[src/rtl/accelbrot_com_ram_fifo_pkt.sv]
`timescale 1ns/1ps
// accelbrot_com_ram_fifo_pkt
// Packet-aware FIFO on a simple-dual-port RAM with a RAM_RD_LATENCY-deep
// read pipeline. Writes land speculatively and become readable only when
// committed (on wr_last in packet mode, on every write otherwise). An open
// packet can be dropped with wr_abort.
//
// Ports
//   clk, rstn            clock, asynchronous active-low reset
//   flush                synchronous clear of pointers, counts and pipeline
//   wr_valid/wr_ready    write handshake; wr_data, wr_last, wr_abort
//   rd_valid/rd_ready    read handshake; rd_data, rd_last
//   written              committed + uncommitted occupied entries
//   readable             committed words not yet taken by the reader
//   afull, aempty        registered threshold flags
//   pkt_ovf              sticky: an open packet filled the whole FIFO
module accelbrot_com_ram_fifo_pkt #(
    parameter int DATA_WIDTH     = 32,
    parameter int DEPTH          = 16,
    parameter int RAM_RD_LATENCY = 2,
    parameter int PACKET_MODE    = 1,
    parameter int AFULL_TH       = DEPTH - 4,
    parameter int AEMPTY_TH      = 4,
    parameter int SIZE_WIDTH     = $clog2(DEPTH + 1)
) (
    input  logic                  clk,
    input  logic                  rstn,
    input  logic                  flush,
    input  logic                  wr_valid,
    output logic                  wr_ready,
    input  logic [DATA_WIDTH-1:0] wr_data,
    input  logic                  wr_last,
    input  logic                  wr_abort,
    input  logic                  rd_ready,
    output logic                  rd_valid,
    output logic [DATA_WIDTH-1:0] rd_data,
    output logic                  rd_last,
    output logic [SIZE_WIDTH-1:0] written,
    output logic [SIZE_WIDTH-1:0] readable,
    output logic                  afull,
    output logic                  aempty,
    output logic                  pkt_ovf
);

    localparam int PW = (DEPTH > 1) ? $clog2(DEPTH) : 1;
    localparam int EW = DATA_WIDTH + 1;
    localparam int L  = RAM_RD_LATENCY;
    localparam logic [SIZE_WIDTH-1:0] DEPTH_S  = SIZE_WIDTH'(DEPTH);
    localparam logic [SIZE_WIDTH-1:0] AFULL_S  = SIZE_WIDTH'(AFULL_TH);
    localparam logic [SIZE_WIDTH-1:0] AEMPTY_S = SIZE_WIDTH'(AEMPTY_TH);

    function automatic logic [PW-1:0] ptr_inc(input logic [PW-1:0] p);
        return (p == PW'(DEPTH - 1)) ? '0 : p + PW'(1);
    endfunction

    logic [EW-1:0]         mem [DEPTH];
    logic [PW-1:0]         wptr, cptr, rptr;
    logic [PW-1:0]         wptr_nxt, cptr_nxt;
    logic [SIZE_WIDTH-1:0] ucnt, navail;
    logic [SIZE_WIDTH-1:0] ucnt_nxt, navail_nxt, written_nxt, readable_nxt, commit_n;
    logic                  ovf_nxt;
    logic [L-1:0]          pv;
    logic [EW-1:0]         pd [L];
    logic                  abort, wr_acc, rd_acc, adv, issue;

    always_comb begin
        abort    = (PACKET_MODE != 0) && wr_abort;
        // A write in the abort cycle is dropped even if handshaken.
        wr_acc   = wr_valid && wr_ready && !abort;
        rd_acc   = rd_valid && rd_ready;
        // The whole read pipeline (RAM enable included) freezes while the
        // output word is held.
        adv      = !(rd_valid && !rd_ready);
        issue    = adv && (navail != '0);
        commit_n = '0;
        ucnt_nxt = ucnt;
        wptr_nxt = wptr;
        cptr_nxt = cptr;
        ovf_nxt  = 1'b0;
        if (PACKET_MODE == 0) begin
            ucnt_nxt = '0;
            if (wr_acc) begin
                commit_n = SIZE_WIDTH'(1);
                wptr_nxt = ptr_inc(wptr);
                cptr_nxt = ptr_inc(wptr);
            end
        end else if (abort) begin
            ucnt_nxt = '0;
            wptr_nxt = cptr;
        end else begin
            if (wr_acc) begin
                wptr_nxt = ptr_inc(wptr);
                if (wr_last) begin
                    // The whole open packet becomes visible at once.
                    commit_n = ucnt + SIZE_WIDTH'(1);
                    ucnt_nxt = '0;
                    cptr_nxt = ptr_inc(wptr);
                end else begin
                    ucnt_nxt = ucnt + SIZE_WIDTH'(1);
                end
            end
            ovf_nxt = pkt_ovf || (ucnt_nxt == DEPTH_S);
        end
        written_nxt  = written + SIZE_WIDTH'(wr_acc) - SIZE_WIDTH'(rd_acc)
                       - (abort ? ucnt : '0);
        readable_nxt = readable + commit_n - SIZE_WIDTH'(rd_acc);
        navail_nxt   = navail + commit_n - SIZE_WIDTH'(issue);
    end

    always_ff @(posedge clk or negedge rstn) begin
        if (!rstn) begin
            wptr     <= '0;
            cptr     <= '0;
            rptr     <= '0;
            ucnt     <= '0;
            navail   <= '0;
            written  <= '0;
            readable <= '0;
            wr_ready <= 1'b0;
            pv       <= '0;
            rd_valid <= 1'b0;
            rd_last  <= 1'b0;
            afull    <= 1'b0;
            aempty   <= 1'b1;
            pkt_ovf  <= 1'b0;
        end else if (flush) begin
            wptr     <= '0;
            cptr     <= '0;
            rptr     <= '0;
            ucnt     <= '0;
            navail   <= '0;
            written  <= '0;
            readable <= '0;
            wr_ready <= 1'b0;
            pv       <= '0;
            rd_valid <= 1'b0;
            rd_last  <= 1'b0;
            afull    <= 1'b0;
            aempty   <= 1'b1;
            pkt_ovf  <= 1'b0;
        end else begin
            wptr     <= wptr_nxt;
            cptr     <= cptr_nxt;
            ucnt     <= ucnt_nxt;
            navail   <= navail_nxt;
            written  <= written_nxt;
            readable <= readable_nxt;
            wr_ready <= (written_nxt < DEPTH_S);
            afull    <= (written > AFULL_S);
            aempty   <= (readable < AEMPTY_S);
            pkt_ovf  <= ovf_nxt;
            if (issue) begin
                rptr <= ptr_inc(rptr);
            end
            if (adv) begin
                pv[0] <= issue;
                for (int unsigned i = 1; i < L; i++) begin
                    pv[i] <= pv[i-1];
                end
                rd_valid <= pv[L-1];
                if (pv[L-1]) begin
                    rd_last <= pd[L-1][DATA_WIDTH];
                end
            end
        end
    end

    // RAM array and pipeline data carry no reset; their valid bits do.
    always_ff @(posedge clk) begin
        if (wr_acc) begin
            mem[wptr] <= {wr_last, wr_data};
        end
        if (adv) begin
            if (issue) begin
                pd[0] <= mem[rptr];
            end
            for (int unsigned i = 1; i < L; i++) begin
                pd[i] <= pd[i-1];
            end
            if (pv[L-1]) begin
                rd_data <= pd[L-1][DATA_WIDTH-1:0];
            end
        end
    end

endmodule

[config.mk]
export PLATFORM = sky130hd
export DESIGN_NAME = accelbrot_com_ram_fifo_pkt
export DESIGN_NICKNAME = d
export VERILOG_FILES = /design/src/rtl/accelbrot_com_ram_fifo_pkt.sv
export SDC_FILE = /design/constraint.sdc
export NUM_CORES = 1
export LEC_CHECK = 0
export BUFFER_PORTS_ARGS = -buffer_cell sky130_fd_sc_hd__clkbuf_2
export CORE_MARGIN = 2
export CORE_UTILIZATION = 64
export CTS_CLUSTER_DIAMETER = 150
export DETAILED_ROUTE_END_ITERATION = 7
export PLACE_DENSITY_LB_ADDON = 0.25
export SLEW_MARGIN = 10
export SYNTH_ARGS = -nofsm -noshare
export SYNTH_HDL_FRONTEND = slang
export SYNTH_SLANG_ARGS = --single-unit
[constraint.sdc]
create_clock -name clk -period 7.5 [get_ports clk]
set_input_delay 0 -clock clk [delete_from_list [all_inputs] [get_ports clk]]
set_output_delay 0 -clock clk [all_outputs]
set_load 0.005 [all_outputs]
==> results.md, run 1 <==
* Synth top cells by count: edfxtp_1 (626), mux2i_1 (135), mux4_2 (66), a221oi_1 (65), nand2_1 (62)
* Final setup viols at 0
* Reg2Reg Setup Slack at 4.40 ns
* Ys async rst share at 6.006%
* Mapped cell area at 25880 um2
* Cell Area, Placed at 26740 um2
* DRC Markers at 0
* HP Start: wr_last
* Worst skew pair latency at 0.59 ns
* Placer congestion estimate at 0.8288
* Required @ worst endpoint at 7.92 ns
* Max_slew headroom at 24.48%
* R2R Path End: navail[4]
* Nets@finish at 1568
* Post-Syn Instances at 1356
* Reg-to-Reg Start: rd_valid
* CTS tree: built
* Post-synthesis cell type count at 52
* DR pass1 iterations at 5
* Final non-filler cell total at 2073
* Synth top area cells: edfxtp_1 (73%), mux4_2 (5.7%), mux2i_1 (5.2%)
* Root Driver: clkbuf_16
* Worst slew pin tran at 1.133 ns
* Area growth, synth to finish at 12.35%
* Final instance area at 29080 um2
* Sink Count at 666
* Synthesis Warnings at 0
* Hold path cells at 1
* Post-Syn Nets at 1426
* Via count at 13.12k
* Period utilisation layout at 41.36%
* Largest net degree at the start of global routing at 111
* Run status: finished clean
* Pwr Density at 320.6 nW/um2
* Post CTS Setup Buffer Count at 0
* Placed cell count at 1918
* Share of layout cells above drive strength 1 at 18.49%
* Wire per inst at 25.20 um
* Hold Path End: mem[5][32]
* Max Root-Sink Buffers at 3
* IO buf count at 86
* CP arrival at 3.52 ns
* Global Route Usage Sum at 25.72%
* Fillers at 2339
* Leak Pwr at 0.009904 uW
* Post-synth EDFFs at 626
* First DRT Iteration DRCs at 1318
* TNS Setup at 0 ns
* Hold Vio Cnt, Final at 0
* CP endpoint kind: flop
* First-pass GRT wire length at 78720 um
* Synthesized area per cell at 19.09 um2
* Synth area leader: edfxtp_1
* Worst-path fanout max at 37
* Worst hold slack at 0.04572 ns
* Top-count cell post-synth: edfxtp_1
* RSZ-0062 raised after global routing: no
* Die Height at 205.1 um
* Max Freq at 0.3224 GHz
* Initial antenna violation count at 1
* Number of global-route vias before repair at 13.17k
* Primary FF master, synth: edfxtp_1
* Die width at 205.1 um
* Critical path class: reg -> reg
* Area share of the largest cell type after synthesis at 72.62%
* Remaining antenna violation count at 0
* Clock slew at reported path FFs at 0.06 ns
* H-tree depth at 3
* Initial Utilization at 65.00%
* Final slew viol count at 0
* Clock Skew at 0.01814 ns
* Synth Register Bits at 666
* Maxcap violations at 0
* Top Ports at 87
* Routed wire length at 52250 um
* Placed wire-length estimate at 25460 um
* Reg2Reg Depth at 11
* Seq/Total Area, Yosys at 76.49%
* Rows at 73
* VDD IR max at 0.3359 mV
* Vias per cell at 6.329
* Final Critical Period at 3.102 ns
* Num CTS Buffers at 66
* Die ar. at 42070 um2
* Tightest Hold Check Type: in -> reg
* Startpoint types: flop
* Core region area at 39820 um2
* Gr ovfl total at 0
[through the flow]
stage	power, uW	setup WS (ns)	util (%)
floorplan	5939	3.760	-
global placement	6290	4.497	67.14
detailed placement	6344	4.397	67.14
CTS	9379	4.395	73.02
global route	9686	4.137	73.03
finish	9322	4.398	73.03
[per-layer routing]
metal | vias up | track usage [%] | share of wire, %
li1 | 5744 | - | -
met5 | - | 0 | 0
met1 | 6713 | 34.89 | 40
met4 | 0 | 8.684 | 2.8
met2 | 548 | 42.45 | 50
met3 | 115 | 5.107 | 7.3
[layout by cell type, fill, tap and decap left out, types with 19 or more instances in the layout]
| cell | instances |
|---|---|
| nand2_1 | 62 |
| buf_4 | 22 |
| ha_1 | 27 |
| clkbuf_2 | 86 |
| clkbuf_16 | 67 |
| o21ai_0 | 22 |
| mux2i_1 | 135 |
| a22oi_1 | 33 |
| clkinv_1 | 22 |
| o21ai_1 | 19 |
| mux4_2 | 66 |
| inv_1 | 30 |
| edfxtp_1 | 626 |
| dlygate4sd3_1 | 37 |
| a21oi_1 | 23 |
| a221oi_1 | 65 |
| dfrtp_1 | 37 |
[layout make-up]
class / instances / area [um2] / share of cell area [%]
flip-flops and latches: 666 / 19810 / 68.11
multi-input cells: 585 / 5534 / 19.03
clock buffers: 81 / 1729 / 5.946
repair buffers: 146 / 985.9 / 3.390
well taps: 525 / 656.9 / 2.259
clock inverters: 36 / 241.5 / 0.8304
inverters: 33 / 123.9 / 0.4259
diodes: 1 / 2.502 / 0.008605
[power breakdown]
part           total, uW  internal, uW  leakage [uW]  switching (uW)
Combinational       1610           753       0.00268             855
Sequential          4670          4490       0.00626             183
Clock               3040          1720      0.000964            1330
[worst max path at each step]
stage                  start          end  depth (start not counted)
floorplan           rd_valid    navail[4]                         10
global placement    rd_valid    navail[4]                         11
detailed placement  rd_valid    navail[4]                         11
CTS                 rd_valid    navail[4]                         11
global route        wr_ready  readable[4]                         10
finish              rd_valid    navail[4]                         11
[sequential cells by signal (all words and copies together), names as in the netlist, 2 cells and up]
register	flops
mem	528
pd	66
rd_data	32
navail	5
readable	5
ucnt	5
written	5
cptr	4
rptr	4
wptr	4
pv	2
[repair_timing]
action | 4_1_cts | 5_1_grt
gates resized for setup | 0 | 0
hold buffers | 37 | 0
endpoints found under the hold margin | 559 | 0
[logic make-up (layout without fill, tap and decap cells)]
family | count (synthesis) | count (layout) | share of synthesized area (%)
mux | 201 | 201 | 10.96
xor+xnor | 19 | 19 | 0.6960
other cells | 0 | 1 | 0
buf+inv | 105 | 296 | 2.267
simple gates | 144 | 144 | 2.716
flops | 666 | 666 | 76.49
fa+ha+maj | 31 | 31 | 1.614
compound gates | 190 | 190 | 5.249
[critical path, stage by stage (launching register included)]
cell,delay (ns)
dfrtp_1,0.39
nor2b_1,0.21
inv_2,0.06
buf_4,0.58
o21ai_2,0.25
xnor2_1,0.20
ha_1,0.23
fa_1,0.48
nand3_1,0.12
and3_1,0.18
o211ai_1,0.08
nor3b_1,0.17
No activity file was read; power rests on OpenSTA's default activity.
==> run 2: changes to the inputs <==
--- a/config.mk
+++ b/config.mk
@@ -7,7 +7,7 @@
 export LEC_CHECK = 0
 export BUFFER_PORTS_ARGS = -buffer_cell sky130_fd_sc_hd__clkbuf_2
 export CORE_MARGIN = 2
-export CORE_UTILIZATION = 64
+export CORE_UTILIZATION = 62
 export CTS_CLUSTER_DIAMETER = 150
 export DETAILED_ROUTE_END_ITERATION = 7
 export PLACE_DENSITY_LB_ADDON = 0.25
==> constraint.sdc (replaced) <==
create_clock -name clk -period 3.1 [get_ports clk]
set_input_delay 0 -clock clk [delete_from_list [all_inputs] [get_ports clk]]
set_output_delay 0 -clock clk [all_outputs]
set_load 0.005 [all_outputs]
==> run 2 against run 1 <==
Sequential power rose by 140%. Critical path depth fell by 2. Global-route usage fell by 0.53 points. Combinational power rose to 2.6 times the previous value. Utilization fell by 0.70 points. Wire length rose by 2.2%. Design area rose by 2.0%. Critical path type unchanged. Critical endpoint unchanged. Largest cell class unchanged.
==> results.md, run 2 (synthesized netlist as in run 1, its figures left out) <==
* Run status: finished clean
* Final core occ at 72.32% (-0.70 points)
* Maxcap violations at 0 (unchanged)
* RSZ-0062 raised after global routing: no
* CP Buf/Inv Count at 0 (-2)
* H-tree depth at 3 (unchanged)
* CP endpoint kind: flop
* Rows at 74 (+1.4%)
* Final slew viol count at 0 (unchanged)
* Area growth, synth to finish at 14.60%
* Placer congestion estimate at 0.8254 (-0.41%)
* FF+latch area at 19810 um2 (about the same)
* First-pass GRT wire length at 81050 um (+3.0%)
* Max Freq at 0.3613 GHz (+12%)
* Placed wire-length estimate at 28030 um (+10%)
* Num CTS Buffers at 66 (unchanged)
* Hold Vio Cnt, Final at 0 (unchanged)
* Tightest Hold Check Type: in -> async
* Highest-count cells in the layout ignoring fill and taps: edfxtp_1 (626), mux2i_1 (135), clkbuf_2 (86)
* Largest net degree at the start of global routing at 54 (-51%)
* Remaining antenna violation count at 0 (unchanged)
* Initial antenna violation count at 0 (-1)
* DRC Markers at 0 (unchanged)
* Worst path cell trace: or4_1 -> o21ai_4 -> xnor2_1 -> ha_1 -> fa_1 -> nand3_1 -> and3_1 -> o211ai_1 -> nor3b_1
* Post CTS Setup Buffer Count at 0 (unchanged)
* Pwr Density at 773.8 nW/um2 (+140%)
* CP arrival at 3.18 ns (-0.34 ns)
* Largest delay share family, worst path: simple AND/OR/NAND/NOR gates
* Max_slew headroom at 32.37% (+7.9 points)
* VDD IR max at 0.5046 mV (+50%)
* IO buf count at 86 (unchanged)
* Final Critical Period at 2.767 ns (-0.3342 ns)
* CTS tree: built
* Routed wire length at 53400 um (+2.2%)
* Number of global-route vias before repair at 13.41k (+1.9%)
* Share of layout cells above drive strength 1 at 20.25% (+1.8 points)
* Top flop regs: mem x528, pd x66, rd_data x32
* Sink Count at 666 (unchanged)
* Max Root-Sink Buffers at 3 (unchanged)
* Max reg flops at 528 (unchanged)
* Required @ worst endpoint at 3.51 ns (-4.41 ns)
* Clock Skew at 0.01878 ns (+0.0006351 ns)
* Clock slew at reported path FFs at 0.06 ns (about the same)
* Worst-path fanout max at 6 (-84%)
* Die width at 208.3 um (+1.6%)
* TNS Setup at 0 ns (unchanged)
* Diode count at 0 (-1)
* Final setup viols at 0 (unchanged)
* Core region area at 41020 um2 (+3.0%)
* Fillers at 2437 (+4.2%)
* Period utilisation layout at 89.27% (+48 points)
* Top Ports at 87 (unchanged)
* Final setup margin at 0.3325 ns (-4.066 ns)
* Nets@finish at 1598 (+1.9%)
* CP max-delay cell: or4_1
* Worst skew pair latency at 0.57 ns (-0.02 ns)
* Top reg by flops: mem
* Root Driver: clkbuf_16
* Post-place setup slack at 0.3630 ns (-4.034 ns)
* Wire per inst at 25.34 um (+0.55%)
* First DRT Iteration DRCs at 1487 (+13%)
* Initial Utilization at 63.11% (-1.9 points)
* Critical path class: reg -> reg
* Area of the multi-input gates at 5548 um2 (+0.25%)
* Largest stage delay, worst path at 0.59 ns (about the same)
* Die Height at 208.3 um (+1.6%)
* Die ar. at 43400 um2 (+3.2%)
* DR pass1 iterations at 5 (unchanged)
* Leak Pwr at 0.01016 uW (+2.6%)
* Worst slew pin tran at 1.014 ns (-0.1184 ns)
* Via count at 13.23k (+0.86%)
* Vias per cell at 6.280 (-0.77%)
* Startpoint types: flop
* Gr ovfl total at 0 (unchanged)
* Global Route Usage Sum at 25.19% (-0.53 points)
* Most common cell after layout, fill and taps aside: edfxtp_1
## run 2: path summary, 6_finish.rpt
check | start | endpoint | slack, ns | depth (start not counted)
worst max-delay path | navail[2] | navail[4] | 0.33 | 9
min in group clk | flush | written[4] | 0.15 | 2
worst min register to register | pd[0][52] | rd_data[19] | 0.41 | 0
worst min-delay path | rstn | pv[1] | 0.15 | 2
max in group asynchronous | rstn | rptr[0] | 2.22 | 2
worst max register to register | navail[2] | navail[4] | 0.33 | 9
## run 2: timing repair
| action | CTS | global route |
|---|---|---|
| hold buffers | 38 | 0 |
| endpoints found under the hold margin | 580 | 0 |
| resized for setup | 0 | 0 |
## run 2: area by class of cell
class                   count  share of cell area, %
well taps                 532                  2.244
flip-flops and latches    666                  66.76
multi-input cells         585                  18.70
clock buffers              80                  5.888
repair buffers            176                  5.061
clock inverters            35                 0.8984
inverters                  33                 0.4429
## run 2: per-stage QoR
step / cells / power, uW / hold slack, ns / area [um2]
2_1_floorplan: 1356 / 14390 / -0.2956 / 25910
6_report: 2107 / 22960 / 0.1451 / 29660
4_1_cts: 2107 / 23120 / 0.1259 / 29660
3_3_place_gp: 1954 / 15520 / 0.2166 / 27270
3_5_place_dp: 1954 / 15650 / 0.2185 / 27270
5_1_grt: 2107 / 23830 / 0.1650 / 29660
## run 2: metal layers
| metal | up-vias | wire length (um) | GRT usage (%) | part of all wire (%) |
|---|---|---|---|---|
| li1 | 5793 | - | - | - |
| met1 | 6791 | 21720 | 35.58 | 41 |
| met2 | 550 | 26100 | 40.51 | 49 |
| met3 | 99 | 4258 | 4.770 | 8.0 |
| met4 | 0 | 1316 | 7.963 | 2.5 |
| met5 | - | 0 | 0 | 0 |
## run 2: where the power goes
group	leakage, uW	internal, uW	switching (uW)	total, uW
registers	0.00626	10800	413	11300
logic	0.00291	2020	2210	4240
clock network	0.000989	4330	3130	7460
total	0.0102	17200	5750	23000
